**config.mk**
```make
export PLATFORM = sky130hd
export DESIGN_NAME = parity_frame_tx_flat
export DESIGN_NICKNAME = d
export VERILOG_FILES = /design/src/rtl/parity_frame_tx_if.sv /design/src/rtl/parity_frame_tx.sv /design/src/flat_wrapper.sv
export SDC_FILE = /design/constraint.sdc
export NUM_CORES = 1
export LEC_CHECK = 0
export BUFFER_PORTS_ARGS = -buffer_cell sky130_fd_sc_hd__buf_2
export CAP_MARGIN = 40
export CORE_ASPECT_RATIO = 1.1
export CORE_MARGIN = 10
export CORE_UTILIZATION = 25
export DETAILED_ROUTE_END_ITERATION = 7
export SYNTH_ARGS = -nofsm -noshare
export SYNTH_HDL_FRONTEND = slang
export SYNTH_SLANG_ARGS = --single-unit
export TNS_END_PERCENT = 20
```
**constraint.sdc**
```tcl
create_clock -name clk -period 2.19 [get_ports clk]
set_input_delay 0.219 -clock clk [delete_from_list [all_inputs] [get_ports clk]]
set_output_delay 0.219 -clock clk [all_outputs]
set_load 0.1 [all_outputs]
```
**src/rtl/parity_frame_tx_if.sv**
```systemverilog
// ---------------------------------------------------------------------------
// parity_frame_tx_if
// Purpose : valid/ready word interface between the odd parity generator and
//           the parity_frame_tx serializer.
// Signals :
//   in_data   - word to transmit (DATA_W bits)
//   in_parity - odd parity bit belonging to in_data
//   in_valid  - in_data/in_parity are valid (held until accepted)
//   in_ready  - serializer can accept a word this cycle
// Modports: master (upstream source), slave (serializer)
// ---------------------------------------------------------------------------
interface parity_frame_tx_if #(
  parameter int DATA_W = 8
) ();

  logic [DATA_W-1:0] in_data;
  logic              in_parity;
  logic              in_valid;
  logic              in_ready;

  modport master (
    output in_data,
    output in_parity,
    output in_valid,
    input  in_ready
  );

  modport slave (
    input  in_data,
    input  in_parity,
    input  in_valid,
    output in_ready
  );

endinterface

```
**src/rtl/parity_frame_tx.sv**
```systemverilog
// ---------------------------------------------------------------------------
// parity_frame_tx
// Purpose : UART-style serializer for the parity-protected link. Accepts a
//           data word plus its odd parity bit and sends
//           start(0), data LSB first, parity, stop(1); each bit is held for
//           CLKS_PER_BIT clocks. Transmit only.
// Parameters:
//   DATA_W       - data word width in bits (default 8)
//   CLKS_PER_BIT - clocks per serial bit, 1..65535 (default 4)
// Ports   :
//   clk     - rising-edge clock
//   rst_n   - asynchronous active-low reset
//   inBus   - parity_frame_tx_if.slave (in_data, in_parity, in_valid, in_ready)
//   tx      - registered serial line, idles high
//   busy    - frame in progress (START..STOP)
//   tx_done - one-cycle pulse on the last stop-bit cycle
//   par_err - one-cycle pulse when the incoming parity bit is wrong
// Build option:
//   PARITY_CHECK_EN - when defined, parity is recomputed on accept, a
//                     mismatch raises par_err and the corrected parity is
//                     sent. When undefined, in_parity is sent verbatim and
//                     par_err is tied low.
// ---------------------------------------------------------------------------
module parity_frame_tx #(
  parameter int DATA_W       = 8,
  parameter int CLKS_PER_BIT = 4
) (
  input  logic                clk,
  input  logic                rst_n,
  parity_frame_tx_if.slave    inBus,
  output logic                tx,
  output logic                busy,
  output logic                tx_done,
  output logic                par_err
);

  localparam int BAUD_W = (CLKS_PER_BIT > 1) ? $clog2(CLKS_PER_BIT) : 1;
  localparam int BIT_W  = $clog2(DATA_W + 1);
  localparam logic [BAUD_W-1:0] BAUD_LAST = BAUD_W'(CLKS_PER_BIT - 1);
  localparam logic [BIT_W-1:0]  BIT_LAST  = BIT_W'(DATA_W - 1);

  typedef enum logic [2:0] {
    IDLE,
    START,
    DATA,
    PARITY,
    STOP
  } state_t;

  state_t            r_state;
  state_t            w_nextState;
  logic [BAUD_W-1:0] r_baudCnt;
  logic [BAUD_W-1:0] w_baudCntNext;
  logic [BIT_W-1:0]  r_bitCnt;
  logic [BIT_W-1:0]  w_bitCntNext;
  logic [DATA_W-1:0] r_shiftReg;
  logic [DATA_W-1:0] w_shiftNext;
  logic              r_parity;
  logic              w_parityNext;
  logic              r_tx;
  logic              w_txNext;
  logic              w_accept;
  logic              w_bitEnd;
  logic              w_parityIn;

  assign w_accept = inBus.in_valid && (r_state == IDLE);
  assign w_bitEnd = (r_baudCnt == BAUD_LAST);

`ifdef PARITY_CHECK_EN
  logic r_parErr;

  // The recomputed parity is what goes on the line, so a corrupted
  // upstream parity bit is reported but never propagated.
  assign w_parityIn = ~^inBus.in_data;

  // Registered so the pulse lines up with the first start-bit cycle.
  always_ff @(posedge clk or negedge rst_n) begin
    if (!rst_n) begin
      r_parErr <= 1'b0;
    end else begin
      r_parErr <= w_accept && (w_parityIn != inBus.in_parity);
    end
  end

  assign par_err = r_parErr;
`else
  assign w_parityIn = inBus.in_parity;
  assign par_err    = 1'b0;
`endif

  // Next-state logic. The baud counter runs in every non-idle state and
  // wraps on each bit boundary; the shift register moves only at the end
  // of a data bit. tx is computed from the *next* state so the registered
  // line changes on the same edge as the state, giving one clock latency.
  always_comb begin
    w_nextState   = r_state;
    w_baudCntNext = r_baudCnt;
    w_bitCntNext  = r_bitCnt;
    w_shiftNext   = r_shiftReg;
    w_parityNext  = r_parity;
    w_txNext      = 1'b1;

    if (r_state != IDLE) begin
      w_baudCntNext = w_bitEnd ? '0 : r_baudCnt + 1'b1;
    end

    case (r_state)
      IDLE: begin
        if (w_accept) begin
          w_nextState   = START;
          w_shiftNext   = inBus.in_data;
          w_parityNext  = w_parityIn;
          w_baudCntNext = '0;
          w_bitCntNext  = '0;
        end
      end
      START: begin
        if (w_bitEnd) begin
          w_nextState = DATA;
        end
      end
      DATA: begin
        if (w_bitEnd) begin
          w_shiftNext = r_shiftReg >> 1;
          if (r_bitCnt == BIT_LAST) begin
            w_bitCntNext = '0;
            w_nextState  = PARITY;
          end else begin
            w_bitCntNext = r_bitCnt + 1'b1;
          end
        end
      end
      PARITY: begin
        if (w_bitEnd) begin
          w_nextState = STOP;
        end
      end
      STOP: begin
        if (w_bitEnd) begin
          w_nextState = IDLE;
        end
      end
      default: begin
        w_nextState = IDLE;
      end
    endcase

    case (w_nextState)
      IDLE:    w_txNext = 1'b1;
      START:   w_txNext = 1'b0;
      DATA:    w_txNext = w_shiftNext[0];
      PARITY:  w_txNext = w_parityNext;
      STOP:    w_txNext = 1'b1;
      default: w_txNext = 1'b1;
    endcase
  end

  // Reset drops the line straight back to idle-high so an abandoned frame
  // never leaves a stale data bit on tx.
  always_ff @(posedge clk or negedge rst_n) begin
    if (!rst_n) begin
      r_state    <= IDLE;
      r_baudCnt  <= '0;
      r_bitCnt   <= '0;
      r_shiftReg <= '0;
      r_parity   <= 1'b0;
      r_tx       <= 1'b1;
    end else begin
      r_state    <= w_nextState;
      r_baudCnt  <= w_baudCntNext;
      r_bitCnt   <= w_bitCntNext;
      r_shiftReg <= w_shiftNext;
      r_parity   <= w_parityNext;
      r_tx       <= w_txNext;
    end
  end

  assign inBus.in_ready = (r_state == IDLE);
  assign busy           = (r_state != IDLE);
  assign tx_done        = (r_state == STOP) && w_bitEnd;
  assign tx             = r_tx;

endmodule

```
**src/flat_wrapper.sv**
```systemverilog
// flat-port wrapper written by rule: the top's interface ports become plain ports
module parity_frame_tx_flat 
#(
  parameter int DATA_W       = 8,
  parameter int CLKS_PER_BIT = 4
)
  (clk, rst_n, tx, busy, tx_done, par_err, inBus_in_data, inBus_in_parity, inBus_in_valid, inBus_in_ready);
  parity_frame_tx_if #(.DATA_W(DATA_W)) inBus_i ();
  input  logic clk;
  input  logic rst_n;
  output logic tx;
  output logic busy;
  output logic tx_done;
  output logic par_err;
  input wire logic [$bits(inBus_i.in_data)-1:0] inBus_in_data;
  input wire logic [$bits(inBus_i.in_parity)-1:0] inBus_in_parity;
  input wire logic [$bits(inBus_i.in_valid)-1:0] inBus_in_valid;
  output wire logic [$bits(inBus_i.in_ready)-1:0] inBus_in_ready;
  assign inBus_i.in_data = inBus_in_data;
  assign inBus_i.in_parity = inBus_in_parity;
  assign inBus_i.in_valid = inBus_in_valid;
  assign inBus_in_ready = inBus_i.in_ready;
  parity_frame_tx #(.DATA_W(DATA_W), .CLKS_PER_BIT(CLKS_PER_BIT)) u_core (.clk(clk), .rst_n(rst_n), .inBus(inBus_i), .tx(tx), .busy(busy), .tx_done(tx_done), .par_err(par_err));
endmodule
```
==> out/metrics.csv, run 1 <==
metric,value,unit
CTS tree,done,
"Seq/Total Area, Yosys",51.6,%
Synth Area in Adders,2.71,%
worst slew pin tran,545,ps
R2R cell count,5,
grt total ovfl,0,
CP max FO,7,
vias in the first global route,770,
XOR/XNOR Fraction of Synth Area,0.947,%
drt initial violations,42,
RR Startpoint,u_core.r_baudCnt[0],
Critical Path AT,2000,ps
Num CTS Buffers,3,
# diodes,0,
CP required,2370,ps
Clock Skew,4.63,ps
Mapped Avg Cell Area,9.84,um^2
setup bufs post-CTS,0,
final hold vios,0,
post-synthesis mux area share,1.08,%
CTS Root Cell,clkbuf_8,
Mapped Area,925,um^2
Layout Utilization,31.4,%
critical path endpoint category,register,
max-cap violations,0,
Hold WS,184,ps
status,"complete, no violations",
final net count,128,
Tmin final,1820,ps
port buffer count,15,
post-synthesis simple-gate area fraction,21.7,%
1st-pass router iterations,4,
core area,3600,um^2
routed wire length,2040,um
largest net degree at the start of global routing,20,
most frequent cells in the layout,"nand2_1 (19), dfrtp_1 (18), buf_2 (15)",
die width,78.0,um
Compound-Gate Fraction of Synth Area,16.9,%
Hold Crit Class,input port to register,
Clock transition at path regs,70,ps
hold_sp,inBus_in_data[3],
DR vias/cell,4.56,
Synth-to-Final Area Change,22.3,%
Pwr Total,1.66,mW
crit path launch type,register,
Hold EP,u_core.r_shiftReg[3],
post-route DRC violation count,0,
largest family of logic cells by synthesized area,simple AND/OR/NAND/NOR gates,
critical path type,register to register,
Yosys reg bits,19,
leakage,0.533,nW
total vias in the final route,743,
clock sinks,19,
worst vdd ir,335,uV
unrepaired setup endpoints after global routing,false,
RD Place Congestion,0.832,
Critical R2R Capture,u_core.tx,
Final Setup Violations,0,
post-DP HPWL,1440,um
footprint of the multi-input gates,415,um^2
register area,477,um^2
Detail Route Antenna Nets,0,
initial core utilization,25.7,%
Die Ht,83.8,um
FP Rows,23,
hold depth,3,
Max clock buf depth,2,
clk_lat worst skew,260,ps
Ys Warns,0,
DR WL/cell,12.5,um
number of I/O pins,17,
"most common cell after layout, fill and taps aside",nand2_1,
first-pass GRT wire length,3620,um
Post-Syn Instances,94,
Mapped Nets,108,
Fmax,551,MHz
fill cell count,384,
Power Dens Cells,1470,nW/um^2
GR Util All Layers,6.79,%
initial antenna violation count,0,
relative slew slack,63.2,%
htree depth,1,
period utilization,82.9,%
DIE AREA,6530,um^2
R2R Setup Slk,370,ps
fin. max-slew vios,0,
layout cell share with drive strength beyond 1,23.0,%
Netlist cell types,32,
-- what timing repair did --
item	CTS	global route
hold buffers	1	0
hold endpoints to repair	18	0
setup endpoints to repair	0	0
resized for setup	0	0
-- routing by layer --
layer	wire length (um)	GRT usage, %
met1	872	7.77
met2	944	10.2
met3	174	3.34
met4	51	3.43
met5	0	0
-- critical path, stage by stage (launching register included) --
cell and delay (ps):
dfrtp_1 380, ha_1 280, nor4bb_1 490, nor2_2 70
a21o_1 210, o41a_1 310
-- layout make-up --
type	instances	area share [%]
clock buffer	3	3.65
sequential	19	42.1
inverter	6	1.99
clock inverter	1	0.442
multi-input combinational	65	36.7
tap	50	5.53
timing repair buffer	19	9.51
-- stage by stage --
step	TNS (ps)	cell area [um^2]	instances	worst slack [ps]
final	0	1130	163	373
after global routing	0	1130	163	139
after CTS	0	1130	163	351
after detailed placement	0	1070	158	396
after global placement	0	1070	158	460
after floorplan	-130	936	94	-130
-- power by group --
group | switching (mW) | leakage (nW) | internal (mW)
sequential | 0.134 | 0.239 | 0.504
combinational | 0.526 | 0.268 | 0.251
clock | 0.120 | 0.0255 | 0.127
-- registers in the layout, summed over array words and instances (netlist names) --
signal             cells
u_core.r_baudCnt       2
u_core.r_state         3
u_core.r_parity        1
u_core.r_shiftReg      8
u_core.r_bitCnt        4
u_core.tx              1
-- cells by family (layout without fill, tap and decap cells) --
group,Yosys count,count (layout)
flops,19,19
buf+inv,10,29
simple gates,38,38
xor+xnor,1,1
mux,1,1
fa+ha+maj,2,2
compound gates,22,22
other cells,1,1
-- how the worst max path moves through the flow --
stage	startpoint	end	slack (ps)	cells past startpoint
4_1_cts	u_core.r_baudCnt[0]	u_core.tx	350	5
6_report	u_core.r_baudCnt[0]	u_core.tx	370	5
3_5_place_dp	u_core.r_baudCnt[0]	u_core.tx	400	5
2_1_floorplan	u_core.r_state[0]	busy	-130	2
3_3_place_gp	u_core.r_baudCnt[0]	u_core.tx	460	5
5_1_grt	u_core.r_baudCnt[0]	u_core.r_bitCnt[2]	140	6
-- cells in the mapped netlist --
| library cell | instances | share of area (%) |
|---|---|---|
| nand2_1 | 19 | 7.7 |
| dfrtp_1 | 18 | 49 |
| a22oi_1 | 6 | 4.9 |
| inv_1 | 6 | 2.4 |
| nor2_1 | 6 | 2.4 |
| o21ai_0 | 4 | 2.2 |
| nand3b_1 | 3 | 2.4 |
| o21ai_1 | 3 | 1.6 |
| o31ai_1 | 3 | 2.4 |
| a22o_1 | 2 | 1.9 |
| buf_2 | 2 | 1.1 |
| ha_1 | 2 | 2.7 |
| a21o_1 | 1 | 0.81 |
| and2_1 | 1 | 0.68 |
| and3_1 | 1 | 0.68 |
| buf_4 | 1 | 0.81 |
| clkbuf_1 | 1 | 0.41 |
| conb_1 | 1 | 0.41 |
| dfstp_2 | 1 | 2.8 |
| mux2i_1 | 1 | 1.1 |
| nand2b_1 | 1 | 0.68 |
| nand3_1 | 1 | 0.54 |
| nor2_2 | 1 | 0.68 |
| nor2b_1 | 1 | 0.68 |
| nor3_1 | 1 | 0.54 |
| nor4b_4 | 1 | 2.6 |
| nor4bb_1 | 1 | 1.1 |
| o221ai_1 | 1 | 0.95 |
| o32ai_1 | 1 | 0.95 |
| o41a_1 | 1 | 1.2 |
| or3b_1 | 1 | 0.95 |
| xnor2_1 | 1 | 0.95 |
(Power assumes the default switching activity.)
==> inputs of run 2 (changes only) <==
--- a/config.mk
+++ b/config.mk
@@ -5,6 +5,7 @@
 export SDC_FILE = /design/constraint.sdc
 export NUM_CORES = 1
 export LEC_CHECK = 0
+export ABC_AREA = 1
 export BUFFER_PORTS_ARGS = -buffer_cell sky130_fd_sc_hd__buf_2
 export CAP_MARGIN = 40
 export CORE_ASPECT_RATIO = 1.1
==> constraint.sdc (replaced) <==
create_clock -name clk -period 1.7 [get_ports clk]
set_input_delay 0.17 -clock clk [delete_from_list [all_inputs] [get_ports clk]]
set_output_delay 0.17 -clock clk [all_outputs]
set_load 0.1 [all_outputs]
==> run 2 against run 1 <==
Against the previous run:
- non-clock buffer count decreased by 2
- sequential share of layout area shrank 1.7 points
- core utilization rose by 0.55 points
- sequential cell count unchanged
- power decreased by 52%
- combinational power fell by 95%
- clock power grew 27%
==> out/metrics.csv, run 2 <==
metric,value,unit,change
status,"complete, no violations",,unchanged
Max clock buf depth,2,,unchanged
post-DP HPWL,1620,um,was 1440 um
crit path launch type,register,,unchanged
Die Ht,85.0,um,was 83.8 um
Power Dens Cells,680,nW/um^2,was 1470 nW/um^2
htree depth,1,,unchanged
Mapped Avg Cell Area,8.57,um^2,was 9.84 um^2
fin. max-slew vios,0,,unchanged
Fmax,620,MHz,
total vias in the final route,812,,was 743
CTS Root Cell,clkbuf_8,,unchanged
die width,79.1,um,was 78.0 um
async set-or-reset flop fraction in the synthesized netlist,100,%,unchanged
Synth-to-Final Area Change,22.8,%,was 22.3%
synth cell count leaders,"dfrtp_1 (18), nand3_1 (17), inv_1 (16), nand2_1 (16), nor2_1 (11)",,"was nand2_1 (19), dfrtp_1 (18), a22oi_1 (6), inv_1 (6), nor2_1 (6)"
Yosys reg bits,19,,unchanged
Mapped Area,960,um^2,was 925 um^2
final net count,144,,was 128
clock sinks,19,,unchanged
DIE AREA,6720,um^2,was 6530 um^2
Hold Crit Class,input port to register,,unchanged
dominant cells by area after synthesis,"dfrtp_1 (47%), nand3_1 (8.9%), inv_1 (6.3%)",,"was dfrtp_1 (49%), nand2_1 (7.7%), a22oi_1 (4.9%)"
DR WL/cell,11.7,um,was 12.5 um
most frequent cells in the layout,"dfrtp_1 (18), nand3_1 (17), inv_1 (16), nand2_1 (14), buf_2 (13)",,"was nand2_1 (19), dfrtp_1 (18), buf_2 (15)"
Post-synth EDFFs,0,,unchanged
most frequent cell after synthesis,dfrtp_1,,was nand2_1
footprint of the multi-input gates,402,um^2,was 415 um^2
1st-pass router iterations,4,,unchanged
first-pass GRT wire length,3790,um,was 3620 um
CTS tree,done,,unchanged
max-cap violations,0,,unchanged
Num CTS Buffers,3,,unchanged
post-route cell area,1180,um^2,was 1130 um^2
Critical Path AT,1440,ps,was 2000 ps
largest net degree at the start of global routing,20,,unchanged
Mapped Nets,126,,was 108
Biggest register,u_core.r_shiftReg,,unchanged
Tmin final,1610,ps,
Detail Route Antenna Nets,0,,unchanged
post-route DRC violation count,0,,unchanged
drt initial violations,21,,was 42
grt total ovfl,0,,unchanged
Final Setup Violations,0,,unchanged
core area,3680,um^2,was 3600 um^2
setup TNS,0,ps,unchanged
Clock transition at path regs,70,ps,about the same
number of I/O pins,17,,unchanged
# diodes,0,,unchanged
fill cell count,418,,was 384
GR Util All Layers,6.79,%,about the same
clk_lat worst skew,250,ps,was 260 ps
layout cell share with drive strength beyond 1,20.9,%,was 23.0%
dpl cell area,1120,um^2,was 1070 um^2
Pwr Total,802,uW,was 1.66 mW
unrepaired setup endpoints after global routing,true,,was false
routed wire length,2090,um,was 2040 um
FP Rows,23,,unchanged
setup bufs post-CTS,0,,unchanged
worst vdd ir,335,uV,about the same
"most common cell after layout, fill and taps aside",dfrtp_1,,was nand2_1
vias in the first global route,904,,was 770
port buffer count,15,,unchanged
CP max FO,7,,unchanged
Netlist cell types,25,,was 32
final hold vios,0,,unchanged
initial core utilization,26.1,%,was 25.7%
register area,477,um^2,unchanged
leading area contributor after synthesis,dfrtp_1,,unchanged
"Seq/Total Area, Yosys",49.7,%,was 51.6%
Synth top area share,46.9,%,was 48.7%
critical path type,register to output pin,,was register to register
initial antenna violation count,0,,unchanged
DR vias/cell,4.54,,was 4.56
Post-Syn Instances,112,,was 94
critical path endpoint category,output pin,,was register
Largest regs,"u_core.r_shiftReg x8, u_core.r_bitCnt x4, u_core.r_state x3",,unchanged
CP required,1530,ps,was 2370 ps
max reg flops,8,,unchanged
Ys Warns,0,,unchanged
ys flop type,dfrtp_1,,unchanged
leakage,0.578,nW,was 0.533 nW
period utilization,94.9,%,
Clock Skew,1.60,ps,was 4.63 ps
RD Place Congestion,0.847,,was 0.832
-- run 2: through the flow --
step	std cells	worst slack (ps)	hold slack (ps)	util, %
2_1_floorplan	112	48.6	-126	-
3_3_place_gp	174	188	127	30.4
3_5_place_dp	174	112	140	30.4
4_1_cts	179	80.5	157	31.9
5_1_grt	179	8.65	172	32.0
6_report	179	87.4	159	32.0
-- run 2: area by class of cell --
cell class              count  share of cell area, %
flip-flops and latches     19                   40.4
multi-input cells          72                   34.1
repair buffers             17                   10.4
inverters                  17                   5.84
well taps                  50                   5.31
clock buffers               3                   3.50
clock inverters             1                  0.425
-- run 2: metal layers --
| metal | GRT usage, % | routed length [um] |
|---|---|---|
| met1 | 7.59 | 916 |
| met3 | 2.11 | 85 |
| met2 | 10.9 | 1030 |
| met4 | 4.24 | 52 |
| met5 | 0 | 0 |
-- run 2: path summary, 6_finish.rpt --
check | startpoint | to | slack (ps) | cells past startpoint
worst min register to register | u_core.r_baudCnt[1] | u_core.r_baudCnt[1] | 510 | 1
min in group asynchronous | rst_n | u_core.r_baudCnt[1] | 390 | 2
worst max-delay path | u_core.r_state[1] | busy | 90 | 3
worst min-delay path | inBus_in_data[3] | u_core.r_shiftReg[3] | 160 | 3
max in group asynchronous | rst_n | u_core.tx | 980 | 2
worst max register to register | u_core.r_baudCnt[0] | u_core.r_bitCnt[3] | 210 | 6
-- run 2: logic make-up (layout without fill, tap and decap cells) --
kind of cell	count (synthesis)	in the layout	synth area share (%)
fa+ha+maj	2	2	2.61
buf+inv	21	38	9.78
other cells	1	1	0.391
flops	19	19	49.7
simple gates	52	52	25.4
compound gates	17	17	12.1
-- run 2: what timing repair did --
item,CTS,global route
hold endpoints to repair,18,0
hold buffers,1,0
resized for setup,0,1
setup endpoints to repair,0,4
-- run 2: critical path: stages, from the launching register on --
cell and delay [ps]:
dfrtp_1 430, inv_1 180, nand2_4 140, buf_2 440
-- run 2: report_power, final --
part	internal (mW)	leakage [nW]	total, mW	switching (mW)
registers	0.452	0.242	0.452	0
clock network	0.163	0.0255	0.314	0.151
logic	0.0106	0.311	0.0362	0.0256
